<file path="config.mk">
export PLATFORM = sky130hd
export DESIGN_NAME = midi_parser_n
export DESIGN_NICKNAME = d
export VERILOG_FILES = /design/src/rtl/midi_pkg.sv /design/src/rtl/midi_byte_class.sv /design/src/rtl/midi_parser_n.sv
export SDC_FILE = /design/constraint.sdc
export NUM_CORES = 1
export LEC_CHECK = 0
export ABC_AREA = 1
export CORE_MARGIN = 2
export CORE_UTILIZATION = 30
export CTS_CLUSTER_SIZE = 25
export DETAILED_ROUTE_END_ITERATION = 10
export PLACE_DENSITY = 0.66
export SLEW_MARGIN = 20
export SYNTH_ARGS = -nofsm -noshare
export SYNTH_HDL_FRONTEND = slang
export SYNTH_SLANG_ARGS = --single-unit
</file>
<file path="constraint.sdc">
create_clock -name clk -period 1.55 [get_ports clk]
set_input_delay 0.31 -clock clk [delete_from_list [all_inputs] [get_ports clk]]
set_output_delay 0.31 -clock clk [all_outputs]
set_load 0.1 [all_outputs]
</file>
<file path="src/rtl/midi_pkg.sv">
// Shared MIDI constants, parser state encoding and status-length helper.
package midi_pkg;

    localparam logic [3:0] ST_NOTE_OFF = 4'h8;
    localparam logic [3:0] ST_NOTE_ON  = 4'h9;
    localparam logic [3:0] ST_POLY_AT  = 4'hA;
    localparam logic [3:0] ST_CC       = 4'hB;
    localparam logic [3:0] ST_PROG     = 4'hC;
    localparam logic [3:0] ST_CHAN_AT  = 4'hD;
    localparam logic [3:0] ST_BEND     = 4'hE;

    localparam logic [7:0] SYSEX_START = 8'hF0;
    localparam logic [7:0] SYSEX_END   = 8'hF7;
    localparam logic [7:0] SYS_RESET   = 8'hFF;

    localparam logic [13:0] BEND_CENTRE = 14'h2000;

    typedef enum logic [1:0] {
        IDLE    = 2'd0,
        WAIT_D1 = 2'd1,
        WAIT_D2 = 2'd2,
        SYSEX   = 2'd3
    } state_t;

    // Program change and channel aftertouch carry a single data byte.
    function automatic logic is_two_byte(input logic [3:0] nib);
        return (nib == ST_PROG) || (nib == ST_CHAN_AT);
    endfunction

endpackage

</file>
<file path="src/rtl/midi_byte_class.sv">
// Combinational MIDI byte classifier; also flags 2-byte channel status bytes.
module midi_byte_class
    import midi_pkg::*;
(
    input  logic [7:0] data,
    output logic       is_realtime,
    output logic       is_common,
    output logic       is_status,
    output logic       is_data,
    output logic       two_byte
);

    always_comb begin
        is_realtime = (data[7:3] == 5'b11111);
        is_common   = (data[7:3] == 5'b11110);
        is_status   = data[7] && (data[7:4] != 4'hF);
        is_data     = !data[7];
        two_byte    = is_status && is_two_byte(data[7:4]);
    end

endmodule

</file>
<file path="src/rtl/midi_parser_n.sv">
// MIDI byte-stream parser with running status, realtime pass-through,
// channel filtering and SysEx skipping; emits registered one-cycle events.
module midi_parser_n
    import midi_pkg::*;
#(
    parameter logic [15:0] CHAN_MASK   = 16'hFFFF,
    parameter int          VEL0_IS_OFF = 1,
    parameter int          ADDR_W      = 8
) (
    input  logic              clk,
    input  logic              rst,
    input  logic              valid_byte,
    input  logic [7:0]        data,
    output logic              note_pressed,
    output logic              note_released,
    output logic              note_keypress,
    output logic              pitch_wheel,
    output logic              ctrl_change,
    output logic [6:0]        note,
    output logic [6:0]        velocity,
    output logic [3:0]        channel,
    output logic [ADDR_W-1:0] addr,
    output logic [13:0]       bend,
    output logic              rst_cmd
);

    state_t     state, state_nxt;
    logic [7:0] status_q;
    logic       status_two_q;
    logic [6:0] d1_q;

    logic is_realtime, is_common, is_status, is_data, two_byte;
    logic ev_prs, ev_rel, ev_kp, ev_pw, ev_cc;

    midi_byte_class u_class (
        .data        (data),
        .is_realtime (is_realtime),
        .is_common   (is_common),
        .is_status   (is_status),
        .is_data     (is_data),
        .two_byte    (two_byte)
    );

    always_ff @(posedge clk) begin
        if (rst) state <= IDLE;
        else     state <= state_nxt;
    end

    // Realtime bytes fall through every branch and leave the state untouched.
    always_comb begin
        state_nxt = state;
        if (valid_byte) begin
            if (is_status)
                state_nxt = WAIT_D1;
            else if (is_common)
                state_nxt = (data == SYSEX_START) ? SYSEX : IDLE;
            else if (is_data) begin
                case (state)
                    WAIT_D1: if (!status_two_q) state_nxt = WAIT_D2;
                    WAIT_D2: state_nxt = WAIT_D1;
                    default: state_nxt = state;
                endcase
            end
        end
    end

    always_comb begin
        ev_prs = 1'b0;
        ev_rel = 1'b0;
        ev_kp  = 1'b0;
        ev_pw  = 1'b0;
        ev_cc  = 1'b0;
        if (valid_byte && is_data && state == WAIT_D2 && CHAN_MASK[status_q[3:0]]) begin
            case (status_q[7:4])
                ST_NOTE_OFF: ev_rel = 1'b1;
                ST_NOTE_ON: begin
                    if (data[6:0] == 7'd0 && VEL0_IS_OFF != 0) ev_rel = 1'b1;
                    else                                       ev_prs = 1'b1;
                end
                ST_POLY_AT:  ev_kp = 1'b1;
                ST_CC:       ev_cc = 1'b1;
                ST_BEND:     ev_pw = 1'b1;
                default:     ;
            endcase
        end
    end

    always_ff @(posedge clk) begin
        if (rst) begin
            status_q     <= 8'h00;
            status_two_q <= 1'b0;
            d1_q         <= 7'd0;
        end else if (valid_byte) begin
            if (is_status) begin
                status_q     <= data;
                status_two_q <= two_byte;
            end else if (is_common) begin
                status_q     <= 8'h00;
                status_two_q <= 1'b0;
            end else if (is_data && state == WAIT_D1 && !status_two_q)
                d1_q <= data[6:0];
        end
    end

    always_ff @(posedge clk) begin
        if (rst) begin
            note_pressed  <= 1'b0;
            note_released <= 1'b0;
            note_keypress <= 1'b0;
            pitch_wheel   <= 1'b0;
            ctrl_change   <= 1'b0;
            rst_cmd       <= 1'b0;
            note          <= 7'd0;
            velocity      <= 7'd0;
            channel       <= 4'd0;
            addr          <= '0;
            bend          <= BEND_CENTRE;
        end else begin
            note_pressed  <= ev_prs;
            note_released <= ev_rel;
            note_keypress <= ev_kp;
            pitch_wheel   <= ev_pw;
            ctrl_change   <= ev_cc;
            rst_cmd       <= valid_byte && is_realtime && data == SYS_RESET;
            if (ev_prs || ev_rel || ev_kp) begin
                note     <= d1_q;
                velocity <= data[6:0];
            end
            if (ev_cc) begin
                addr     <= ADDR_W'(d1_q);
                velocity <= data[6:0];
            end
            if (ev_pw) bend <= {data[6:0], d1_q};
            if (ev_prs || ev_rel || ev_kp || ev_cc || ev_pw) channel <= status_q[3:0];
        end
    end

endmodule

</file>
# After elaboration in Yosys (flattened, before gate mapping)
# Memory sizes are Yosys's and may differ from the RTL's. A register that Yosys moved wholly into a read port is not among the register bits.
# Cells that the tools add are included.
[op_classes]
n_lt_le_gt_ge = 1
eq_ne = 16
muxes = 27
n_bitwise = 2
n_reduce_logical = 23
[op_table]
columns = ["op", "count"]
rows = [
  ["$eq 4x4->1 const B", 7],
  ["$eq 8x8->1 const B", 2],
  ["$mux 8", 2],
  ["$mux 1", 14],
  ["$mux 7", 2],
  ["$eq 5x5->1 const B", 2],
  ["$mux 2", 5],
  ["$logic_and 1x1->1", 9],
  ["$mux 4", 2],
  ["$ne 4x4->1 const B", 2],
  ["$reduce_and 4->1", 2],
  ["$logic_not 7->1", 1],
  ["$logic_or 1x1->1", 5],
  ["$lt 4x5->1 const B", 1],
  ["$pmux 2 s2", 1],
  ["$reduce_bool 2->1", 2],
  ["$reduce_bool 4->1", 1],
  ["$ne 3x1->1 const B", 1],
  ["$eq 2x1->1 const B", 1],
  ["$eq 2x2->1 const B", 1],
  ["$logic_not 1->1", 2],
  ["$not 1->1", 2],
  ["$pmux 1 s2", 1],
  ["$reduce_and 2->1", 1],
]
[totals]
regBits = 63
romBits = 16
input_bits = 11
out_inout_bits = 46
memories = 1
[memory_table]
columns = ["name", "words", "word_bits", "read_ports", "rd_ports_with_merged_regs", "write_ports", "line_no", "rtl"]
rows = [
  ["(name not given)", 16, 1, 1, 1, 0, "midi_parser_n.sv:73", "if (valid_byte && is_data && state == WAIT_D2 && CHAN_MASK[status_q[3:0]]) begin"],
]

# Depth between registers and ports, before layout
# Gate-level depths: netlist of the first run.
[logic_depth]
ltp_word = 9
depth_mapped = 10
mapped_depth_nobuf = 9

# By module
# A second synthesis of the first run with hierarchy kept.
[hier_totals]
cells_unflattened = 328
hier_area_um2 = 2461.1
[by_module_without_submodules]
columns = ["module", "n_inst", "cells_per_inst", "area_per_inst_um2"]
rows = [
  ["midi_parser_n", 1, 317, 2418.6],
  ["midi_byte_class", 1, 11, 42.5],
]

# Worst setup path after synthesis of the first run
# Ideal clock, no wire load.
[synth_timing]
path_kind = "register -> register"
start = "register state[0]"
end = "register note[6]"
setup_ns = 0.120
t_arrival_ns = 1.358
slack_ns = 0.072
stages_incl_launch_ff = 11
path_buffers = 2
path_cell_list = "dfxtp_1 > inv_1 > ha_1 > inv_1 > nor2_8 > buf_8 > nand2_4 > nand2_4 > buf_8 > o21ai_1 > a21oi_2"
[synth_via]
elab_chain_cells = 6
word_cells_on_any_way = 8
classes_between = "1 x eq/ne; 3 x mux; 4 x reduce/logical"
[synth_lines]
columns = ["item", "line_no", "rtl"]
rows = [
  ["start, declared", "midi_parser_n.sv:27", "state_t state, state_nxt;"],
  ["start signal, assigned", "midi_parser_n.sv:46", "else state <= state_nxt;"],
  ["$eq 2x2->1 *", "midi_parser_n.sv:73", ""],
  ["$logic_and 1x1->1 * (2 in a row)", "midi_parser_n.sv:73", ""],
  ["$mux 1", "midi_parser_n.sv:73", ""],
  ["$logic_or 1x1->1", "midi_parser_n.sv:125", "if (ev_prs || ev_rel || ev_kp) begin"],
  ["$logic_or 1x1->1 *", "midi_parser_n.sv:125", ""],
  ["end signal, assigned", "midi_parser_n.sv:126", "note <= d1_q;"],
  ["end, declared", "midi_parser_n.sv:19", "output logic [6:0] note,"],
]
# Every way passes the cells marked *; elsewhere a longest branch is shown, timed or not.
# A chain may end at the register's enable or synchronous reset.

# Worst setup path in the final report of the first run
[layout_timing]
start = "input data[7]"
end = "register bend[0]"
[layout_via]
elab_chain_cells = 5
[layout_lines]
columns = ["item", "line_no", "rtl"]
rows = [
  ["start, declared", "midi_parser_n.sv:13", "input logic [7:0] data,"],
  ["$logic_not 1->1", "midi_byte_class.sv:17", "is_data = !data[7];"],
  ["$logic_and 1x1->1 (3 in a row)", "midi_parser_n.sv:73", ""],
  ["$mux 1", "midi_parser_n.sv:73", ""],
  ["end signal, assigned", "midi_parser_n.sv:133", "if (ev_pw) bend <= {data[6:0], d1_q};"],
  ["end, declared", "midi_parser_n.sv:23", "output logic [13:0] bend,"],
]
# Every way passes these cells.

==> run_results.csv, run 1 <==
group,metric,value,unit
critical_path,crit_chain,"clkdlybuf4s50_1 -> inv_2 -> nand2_2 -> nor2_8 -> nand2_4 -> clkinv_2 -> buf_12 -> o21ai_0 -> a21oi_1",
sta,setup_viol,0,
route,vias,2405,
clock_tree,hold_buffers,0,
cells_and_area,syn2layout_area_growth,62.27,%
critical_path,worstSetupPathType,"in2reg",
power_and_ir_drop,power,3.739,mW
die,ios,57,
route,drt-wirelength-per-cell,13.45,µm
die,fp-row-count,33,
placed_design,gp_congestion,0.9738,
logic_synthesis,netlist_area,0.002540,mm²
sta,maxSlewViolCount,0,
logic_synthesis,synth_seq_cells,63,
clock_tree,root_buffer,"clkbuf_8",
power_and_ir_drop,leakage,1.733,nW
route,drt_pass1_iterations,4,
route,finalWirelength,6820,µm
global_route,antenna_found_initial,0,
die,core_area,0.008217,mm²
min_path,hold_class,"reg2reg",
logic_synthesis,postSynthAreaPerCell,8.089,µm²
logic_synthesis,synth_top_area_cell,"dfxtp_1",
status,status,"finished clean",
logic_synthesis,synth_most_common_cell,"dfxtp_1",
global_route,grtUsageTotal,15.85,%
clock_tree,cts_tree,"built",
global_route,grt_pass1_vias,2339,
placed_design,io_buffers,55,
power_and_ir_drop,ir_worst_vdd,0.3608,mV
sta,finalHoldViolations,0,
logic_synthesis,yosysUniqueCellTypes,31,
critical_path,critPathCaptureType,"register",
critical_path,required,1820,ps
logic_synthesis,synth_edf_count,0,
cells_and_area,stdcell_count,507,
logic_synthesis,synthTopCellsByCount,"dfxtp_1 (63), nand2_1 (53), a21oi_1 (48), inv_1 (27), nor2_1 (22)",
placed_design,dpl.cell_count,488,
sta,setup_tns,0,ps
power_and_ir_drop,power_density,907.1,mW/mm²
cells_and_area,finalNetCount,410,
logic_synthesis,ys_seq_area_share,49.66,%
route,drtAntennaViolNets,0,
route,drt_iter0_drc,121,
logic_synthesis,synthCells,314,
logic_synthesis,async_flop_share,0,%
critical_path,cp_slowest_cell,"clkdlybuf4s50_1",
cells_and_area,n_antenna_cell,0,
clock_tree,cts_sinks,63,
placed_design,hpwl,4979,µm
logic_synthesis,synth_nets,327,
cells_and_area,layout-drive-gt1-share,29.35,%
sta,clock_skew,3.102,ps
sta,min_period,1465,ps
clock_tree,clk_latency,340,ps
logic_synthesis,netlist_top_cells_area,"dfxtp_1 (50%), a21oi_1 (9.5%), nand2_1 (7.8%)",
die,start_util,30.91,%
die,die-area,0.009219,mm²
route,drc,0,
die,dieHeight,96.02,µm
logic_synthesis,synth-main-ff-cell,"dfxtp_1",
cells_and_area,postLayoutCoreUtil,50.16,%
critical_path,cp.arrival,1730,ps
logic_synthesis,synth_top_area_share,49.66,%
sta,fin_hold_ws,471.0,ps
clock_tree,htree_num_levels,3,
clock_tree,clock_path_buffers,2,
global_route,grt_max_degree,27,
critical_path,slowest_delay,480,ps
critical_path,crit_path_start_kind,"primary input",
critical_path,path_max_fanout,26,
sta,fin_crit_sh,94.51,%
logic_synthesis,yosys_warnings,0,
global_route,grt_pass1_wl,11120,µm
die,fp.dieW,96.02,µm
job,max_cap_violations,0,
route,viasPerCell,4.744,
clock_tree,clk_pin_slew,70,ps
sta,max_freq,682.6,MHz
clock_tree,cts_buffers,9,
global_route,overflow,0,
-- per-layer routing --
layer	up-vias	GRT usage [%]	part of all wire, %	routed length, µm
met1	1111	20.83	46	3165
met4	0	6.429	2.1	146
met2	78	23.84	45	3078
met5	-	0	0	0
li1	1202	-	-	-
met3	14	5.247	6.3	429
-- worst paths after layout --
path	slack (ps)	to	start	cells after the start
setup / recovery	90	bend[0]$_SDFFE_PP0P_	data[7]	9
setup reg to reg	100	bend[0]$_SDFFE_PP0P_	state[0]$_SDFFE_PP0P_	9
hold / removal	470	status_q[0]$_SDFFE_PP0P_	status_q[0]$_SDFFE_PP0P_	2
hold reg to reg	470	status_q[0]$_SDFFE_PP0P_	status_q[0]$_SDFFE_PP0P_	2
-- critical path, delay by kind of cell --
family	cells	cell delay, ps
buffers and inverters	4	800
and+or+nand+nor	3	410
AOI/OAI and AO/OA	2	220
-- power breakdown --
part	internal, mW	leakage (nW)	switching (mW)
logic	0.136	1.10	0.205
registers	1.65	0.509	0.0204
clock network	1.07	0.120	0.659
total	2.85	1.73	0.884
-- kinds of logic after synthesis --
group / Yosys count / synth area share [%]
and+or+nand+nor: 116 / 22.22
AOI/OAI and AO/OA: 84 / 17.69
DFF: 63 / 49.66
other: 1 / 0.1476
adders and majority gates: 2 / 0.9851
buffers and inverters: 48 / 9.310
-- stage by stage --
step / setup slack (ps) / instance area [µm²]
4_1_cts: 35.43 / 4076
3_5_place_dp: -276.9 / 3832
6_report: 85.12 / 4121
3_3_place_gp: -228.1 / 3832
5_1_grt: -2.911 / 4121
2_1_floorplan: 71.77 / 2540
-- cell usage in the layout, fill, tap and decap left out, types with 2 or more instances in the layout --
cell type	instances
o21ai_1	14
buf_4	28
buf_12	49
a21oi_2	3
a21oi_1	48
clkbuf_8	9
o21ai_2	2
nand4_1	7
clkinv_2	2
bufinv_16	3
nand2_4	5
inv_1	26
o21ai_0	15
nand2_1	52
dfxtp_1	63
inv_2	4
nor4_1	2
nor2_4	2
clkdlybuf4s50_1	10
nand2_2	3
nor2_1	22
nand3_1	20
-- area by class of cell --
type / instances / area [µm²]
fill: 740 / 4095
timing repair buffer: 87 / 1291
sequential: 63 / 1261
multi-input combinational: 204 / 1072
tap: 105 / 131.4
clock buffer: 9 / 123.9
inverter: 32 / 121.4
clock inverter: 7 / 120.1
-- sequential cells by signal, indices dropped and copies added, names as in the netlist --
| signal | cells |
|---|---|
| bend | 14 |
| pitch_wheel | 1 |
| d1_q | 7 |
| note_keypress | 1 |
| velocity | 7 |
| addr | 7 |
| status_two_q | 1 |
| note | 7 |
| rst_cmd | 1 |
| note_released | 1 |
| status_q | 8 |
| ctrl_change | 1 |
| channel | 4 |
| note_pressed | 1 |
| state | 2 |
-- timing repair --
action / in CTS / in global routing
endpoints found under the hold margin: 0 / 0
buffers inserted: 0 / 2
endpoints found under the setup margin: 3 / 13
cloned: 0 / 1
pin swaps: 0 / 2
gates resized for setup: 1 / 6
No activity file was read; power rests on OpenSTA's default activity.
==> run 2, diff against run 1 <==
CORE_MARGIN = unset   (was 2)
CTS_BUF_LIST = sky130_fd_sc_hd__clkbuf_16   (was unset)
MAX_ROUTING_LAYER = met4   (was unset)
==> run_results.csv, run 2 (synthesis gave the netlist of run 1 again) <==
group,metric,value,unit
status,status,"finished clean",
clock_tree,htree_num_levels,3,
sta,min_period,1456,ps
clock_tree,cts_sinks,63,
global_route,grt_pass1_wl,11310,µm
sta,clock_skew,6.196,ps
route,drt_iter0_drc,115,
placed_design,hpwl,4974,µm
die,start_util,30.91,%
cells_and_area,largest_reg_flops,14,
cells_and_area,design_area,0.004187,mm²
global_route,antenna_found_initial,0,
cells_and_area,layout-drive-gt1-share,29.21,%
cells_and_area,n_antenna_cell,0,
cells_and_area,syn2layout_area_growth,64.83,%
critical_path,worstSetupPathType,"in2reg",
power_and_ir_drop,power_density,952.7,mW/mm²
critical_path,path_max_fanout,7,
global_route,grt_pass1_vias,2304,
placed_design,dp_slack,-257.9,ps
critical_path,crit_family,"buffers and inverters",
global_route,grt_max_degree,31,
clock_tree,clock_path_buffers,2,
sta,finalHoldViolations,0,
placed_design,gp_congestion,0.8786,
sta,max_freq,687.0,MHz
power_and_ir_drop,leakage,1.769,nW
cells_and_area,ff_latch_area,0.001261,mm²
route,drt_pass1_iterations,4,
die,die-area,0.008839,mm²
route,vias,2421,
cells_and_area,finalNetCount,412,
sta,setup_tns,0,ps
die,fp.dieW,94.02,µm
power_and_ir_drop,ir_worst_vdd,0.4233,mV
placed_design,dpl.cell_count,490,
critical_path,cp_common_cell,"nor2_1",
route,viasPerCell,4.756,
critical_path,cp.arrival,1670,ps
sta,maxSlewViolCount,0,
job,max_cap_violations,0,
cells_and_area,final_common_cell,"dfxtp_1",
route,finalWirelength,7132,µm
placed_design,io_buffers,55,
die,ios,57,
sta,setup_viol,0,
cells_and_area,top_regs,"bend x14, status_q x8",
placed_design,dpl-instance-area,0.003822,mm²
critical_path,required,1770,ps
die,core_area,0.008217,mm²
critical_path,slowest_delay,510,ps
clock_tree,clk_pin_slew,50,ps
cells_and_area,final_cell_mix,"dfxtp_1 (63), nand2_1 (52), a21oi_1 (48), buf_12 (47), buf_4 (31)",
sta,fin_crit_sh,93.91,%
clock_tree,clk_latency,330,ps
clock_tree,root_buffer,"clkbuf_16",
route,drt-wirelength-per-cell,14.01,µm
route,drc,0,
sta,rsz0062_at_grt,"no",
die,dieHeight,94.02,µm
cells_and_area,num-fill-cells,739,
critical_path,cp.buffers_inverters,3,
clock_tree,cts_tree,"built",
cells_and_area,stdcell_count,509,
global_route,grtUsageTotal,17.53,%
critical_path,crit_path_start_kind,"primary input",
cells_and_area,multi_input_area,0.001072,mm²
critical_path,crit_chain,"clkdlybuf4s50_1 -> nand2_2 -> nor2_8 -> nand2_4 -> inv_4 -> buf_4 -> nor2_4 -> nor2_1 -> nor2_1",
cells_and_area,registers.top_by_ff_count,"bend",
critical_path,cp_slowest_cell,"clkdlybuf4s50_1",
route,drtAntennaViolNets,0,
sta,finalWorstSetupSlack,94.45,ps
global_route,overflow,0,
die,fp-row-count,33,
min_path,hold_class,"in2reg",
clock_tree,cts_buffers,9,
critical_path,critPathCaptureType,"register",
[run 2: cell types whose count changed in the layout (fill, tap and decap cells not counted), moves of 2 or more]
| cell | previous run | this run |
|---|---|---|
| buf_12 | 49 | 47 |
| clkinv_1 | 1 | 3 |
| clkbuf_8 | 9 | 0 |
| clkinv_4 | 1 | 3 |
| buf_4 | 28 | 31 |
| bufinv_16 | 3 | 1 |
| clkinv_2 | 2 | 0 |
| clkbuf_16 | 0 | 10 |
[run 2: final timing paths]
kind,cells after the start,slack (ps),to,from
min reg2reg,2,470,status_q[0]$_SDFFE_PP0P_,status_q[0]$_SDFFE_PP0P_
min,4,380,note_keypress$_SDFF_PP0_,data[7]
max,9,90,channel[2]$_SDFFE_PP0P_,valid_byte
max reg2reg,10,100,channel[2]$_SDFFE_PP0P_,state[0]$_SDFFE_PP0P_
[run 2: timing repair]
item,CTS,global route
hold buffers,0,0
endpoints found under the hold margin,0,0
resized for setup,1,8
gates cloned,0,2
pin swaps,0,4
buffers inserted,0,1
setup endpoints to repair,2,11
[run 2: report_power, final]
group / switching [mW] / internal [mW]
logic: 0.204 / 0.127
clock network: 0.743 / 1.25
registers: 0.0205 / 1.65
[run 2: layer usage]
layer / share of wire (%) / global-route usage (%) / wire [µm]
met1: 47 / 22.61 / 3327
met2: 46 / 25.91 / 3266
met3: 5.6 / 4.773 / 400
met4: 1.9 / 7.051 / 137
met5: 0 / - / 0
[run 2: layout make-up]
class	count	share of cell area [%]
Timing Repair Buffer	89	31.08
Tap cell	105	3.138
Multi-Input combinational cell	204	25.61
Clock buffer	9	5.380
Clock inverter	7	1.733
Inverter	32	2.929
Sequential cell	63	30.13
[run 2: worst reg2reg max path: cells and delay by family, from the launching register on]
kind | cells | cell delay (ps)
buf+inv | 4 | 370
flops | 1 | 310
simple gates | 5 | 480
fa+ha+maj | 1 | 180
[run 2: through the flow]
| stage | hold WS, ps | util [%] | total power, mW |
|---|---|---|---|
| floorplan | 441.3 | - | 1.881 |
| global placement | 453.2 | 46.52 | 2.018 |
| detailed placement | 458.2 | 46.52 | 2.024 |
| CTS | 465.0 | 50.14 | 4.000 |
| global route | 425.3 | 50.95 | 4.094 |
| finish | 375.1 | 50.95 | 3.988 |
==> run 3, diff against run 2 <==
CORE_MARGIN = 5   (was unset)
==> run_results.csv, run 3 (synthesis gave the netlist of run 1 again) <==
group,metric,value,unit
placed_design,hpwl,5333,µm
clock_tree,clk_latency,330,ps
critical_path,crit_chain,"clkdlybuf4s50_1 -> nand2_2 -> nor2_8 -> nand2_2 -> nand3_4 -> nor2_4 -> nor2_1 -> nor2_1",
cells_and_area,n_antenna_cell,0,
cells_and_area,syn2layout_area_growth,64.33,%
sta,setup_tns,0,ps
critical_path,crit_cells,8,
clock_tree,cts_buffers,9,
route,drt-wirelength-per-cell,14.28,µm
die,fp-row-count,33,
status,status,"finished clean",
die,start_util,30.91,%
power_and_ir_drop,power_density,997.2,mW/mm²
die,fp.dieW,102.0,µm
route,drc,0,
cells_and_area,design_area,0.004174,mm²
clock_tree,clock_path_buffers,2,
job,max_cap_violations,0,
cells_and_area,registers.top_by_ff_count,"bend",
cells_and_area,final_cell_mix,"dfxtp_1 (63), nand2_1 (52), buf_12 (49), a21oi_1 (48)",
route,drtAntennaViolNets,0,
cells_and_area,finalNetCount,407,
power_and_ir_drop,leakage,1.736,nW
clock_tree,htree_num_levels,3,
sta,setup_viol,0,
critical_path,cp_slowest_cell,"clkdlybuf4s50_1",
route,drt_iter0_drc,111,
critical_path,worstSetupPathType,"in2reg",
critical_path,cp.buffers_inverters,1,
die,die-area,0.01041,mm²
clock_tree,clk_pin_slew,60,ps
route,vias,2345,
critical_path,slowest_delay,520,ps
global_route,grt_pass1_wl,11550,µm
clock_tree,post_cts_buffers,0,
critical_path,required,1770,ps
cells_and_area,final_common_cell,"dfxtp_1",
cells_and_area,num-fill-cells,745,
sta,rsz0062_at_grt,"no",
route,finalWirelength,7199,µm
sta,finalHoldViolations,0,
cells_and_area,layout-drive-gt1-share,28.82,%
power_and_ir_drop,ir_worst_vdd,0.4490,mV
die,core_area,0.008217,mm²
sta,max_freq,695.6,MHz
cells_and_area,top_regs,"bend x14, status_q x8",
route,viasPerCell,4.653,
global_route,antenna_found_initial,0,
cells_and_area,largest_reg_flops,14,
placed_design,io_buffers,55,
clock_tree,cts_sinks,63,
min_path,hold_class,"in2reg",
global_route,grtUsageTotal,14.88,%
placed_design,gp_congestion,0.8711,
critical_path,crit_family,"simple AND/OR/NAND/NOR gates",
critical_path,crit_path_start_kind,"primary input",
sta,clock_skew,7.626,ps
sta,min_period,1438,ps
critical_path,r2r_cells,9,
global_route,grt_pass1_vias,2322,
critical_path,path_max_fanout,8,
clock_tree,cts_tree,"built",
route,drt_pass1_iterations,4,
die,dieHeight,102.0,µm
critical_path,critPathCaptureType,"register",
placed_design,dpl-instance-area,0.003832,mm²
sta,fin_crit_sh,92.75,%
global_route,grt_max_degree,27,
sta,maxSlewViolCount,0,
cells_and_area,postLayoutCoreUtil,50.80,%
critical_path,cp.arrival,1660,ps
clock_tree,root_buffer,"clkbuf_16",
min_path,hold_depth,4,
global_route,overflow,0,
die,ios,57,
[run 3: cell types whose count changed in the layout (fill, tap and decap cells not counted), sizes merged]
cell | before | now
buf | 78 | 75
clkinvlp | 0 | 2
inv | 32 | 30
bufinv | 1 | 2
clkbuf | 10 | 9
clkdlybuf4s50 | 9 | 8
clkinv | 6 | 5
dlymetal6s2s | 1 | 2
nand2 | 60 | 59
[run 3: worst reg2reg max path, delay by kind of cell (launching register included)]
family	cells	cell delay, ps
flip-flops	1	310
buffers and inverters	2	150
adder cells (fa/ha/maj)	1	190
AND/OR/NAND/NOR	6	690
[run 3: repair_timing]
item                                    4_1_cts  5_1_grt
endpoints found under the setup margin        7       25
hold buffers                                  0        0
cloned                                        0        0
pin swaps                                     0        2
gates resized for setup                       1        7
[run 3: stage by stage]
| step | hold slack, ps | setup slack [ps] | total power [mW] | instances |
|---|---|---|---|---|
| floorplan | 441.3 | 71.77 | 1.881 | 314 |
| global placement | 455.1 | -248.9 | 2.031 | 488 |
| detailed placement | 469.4 | -324.0 | 2.035 | 488 |
| CTS | 478.8 | 17.43 | 4.182 | 504 |
| global route | 486.8 | 2.480 | 4.300 | 504 |
| finish | 470.1 | 112.4 | 4.162 | 504 |
[run 3: power breakdown]
part	internal [mW]	total, mW	switching [mW]
clock network	1.41	2.16	0.748
registers	1.65	1.67	0.0204
logic	0.133	0.338	0.205
[run 3: layout make-up]
class / count / area [µm²] / share of cell area [%]
Clock inverter: 7 / 97.59 / 2.338
Clock buffer: 9 / 225.2 / 5.396
Sequential cell: 63 / 1261 / 30.22
Inverter: 32 / 121.4 / 2.908
Timing Repair Buffer: 85 / 1281 / 30.70
Tap cell: 105 / 131.4 / 3.147
Multi-Input combinational cell: 203 / 1056 / 25.30
[run 3: final timing paths]
check	startpoint	end	slack, ps
worst min register to register	status_q[0]$_SDFFE_PP0P_	status_q[0]$_SDFFE_PP0P_	480
worst max register to register	state[0]$_SDFFE_PP0P_	channel[0]$_SDFFE_PP0P_	120
worst min-delay path	data[4]	rst_cmd$_SDFF_PP0_	470
worst max-delay path	valid_byte	channel[0]$_SDFFE_PP0P_	110
[run 3: layer usage]
metal,vias up,part of all wire (%),track usage (%)
met5,-,0,-
met4,0,0.76,3.935
met1,1076,49,19.97
met2,63,45,22.39
li1,1201,-,-
met3,5,5.4,3.754
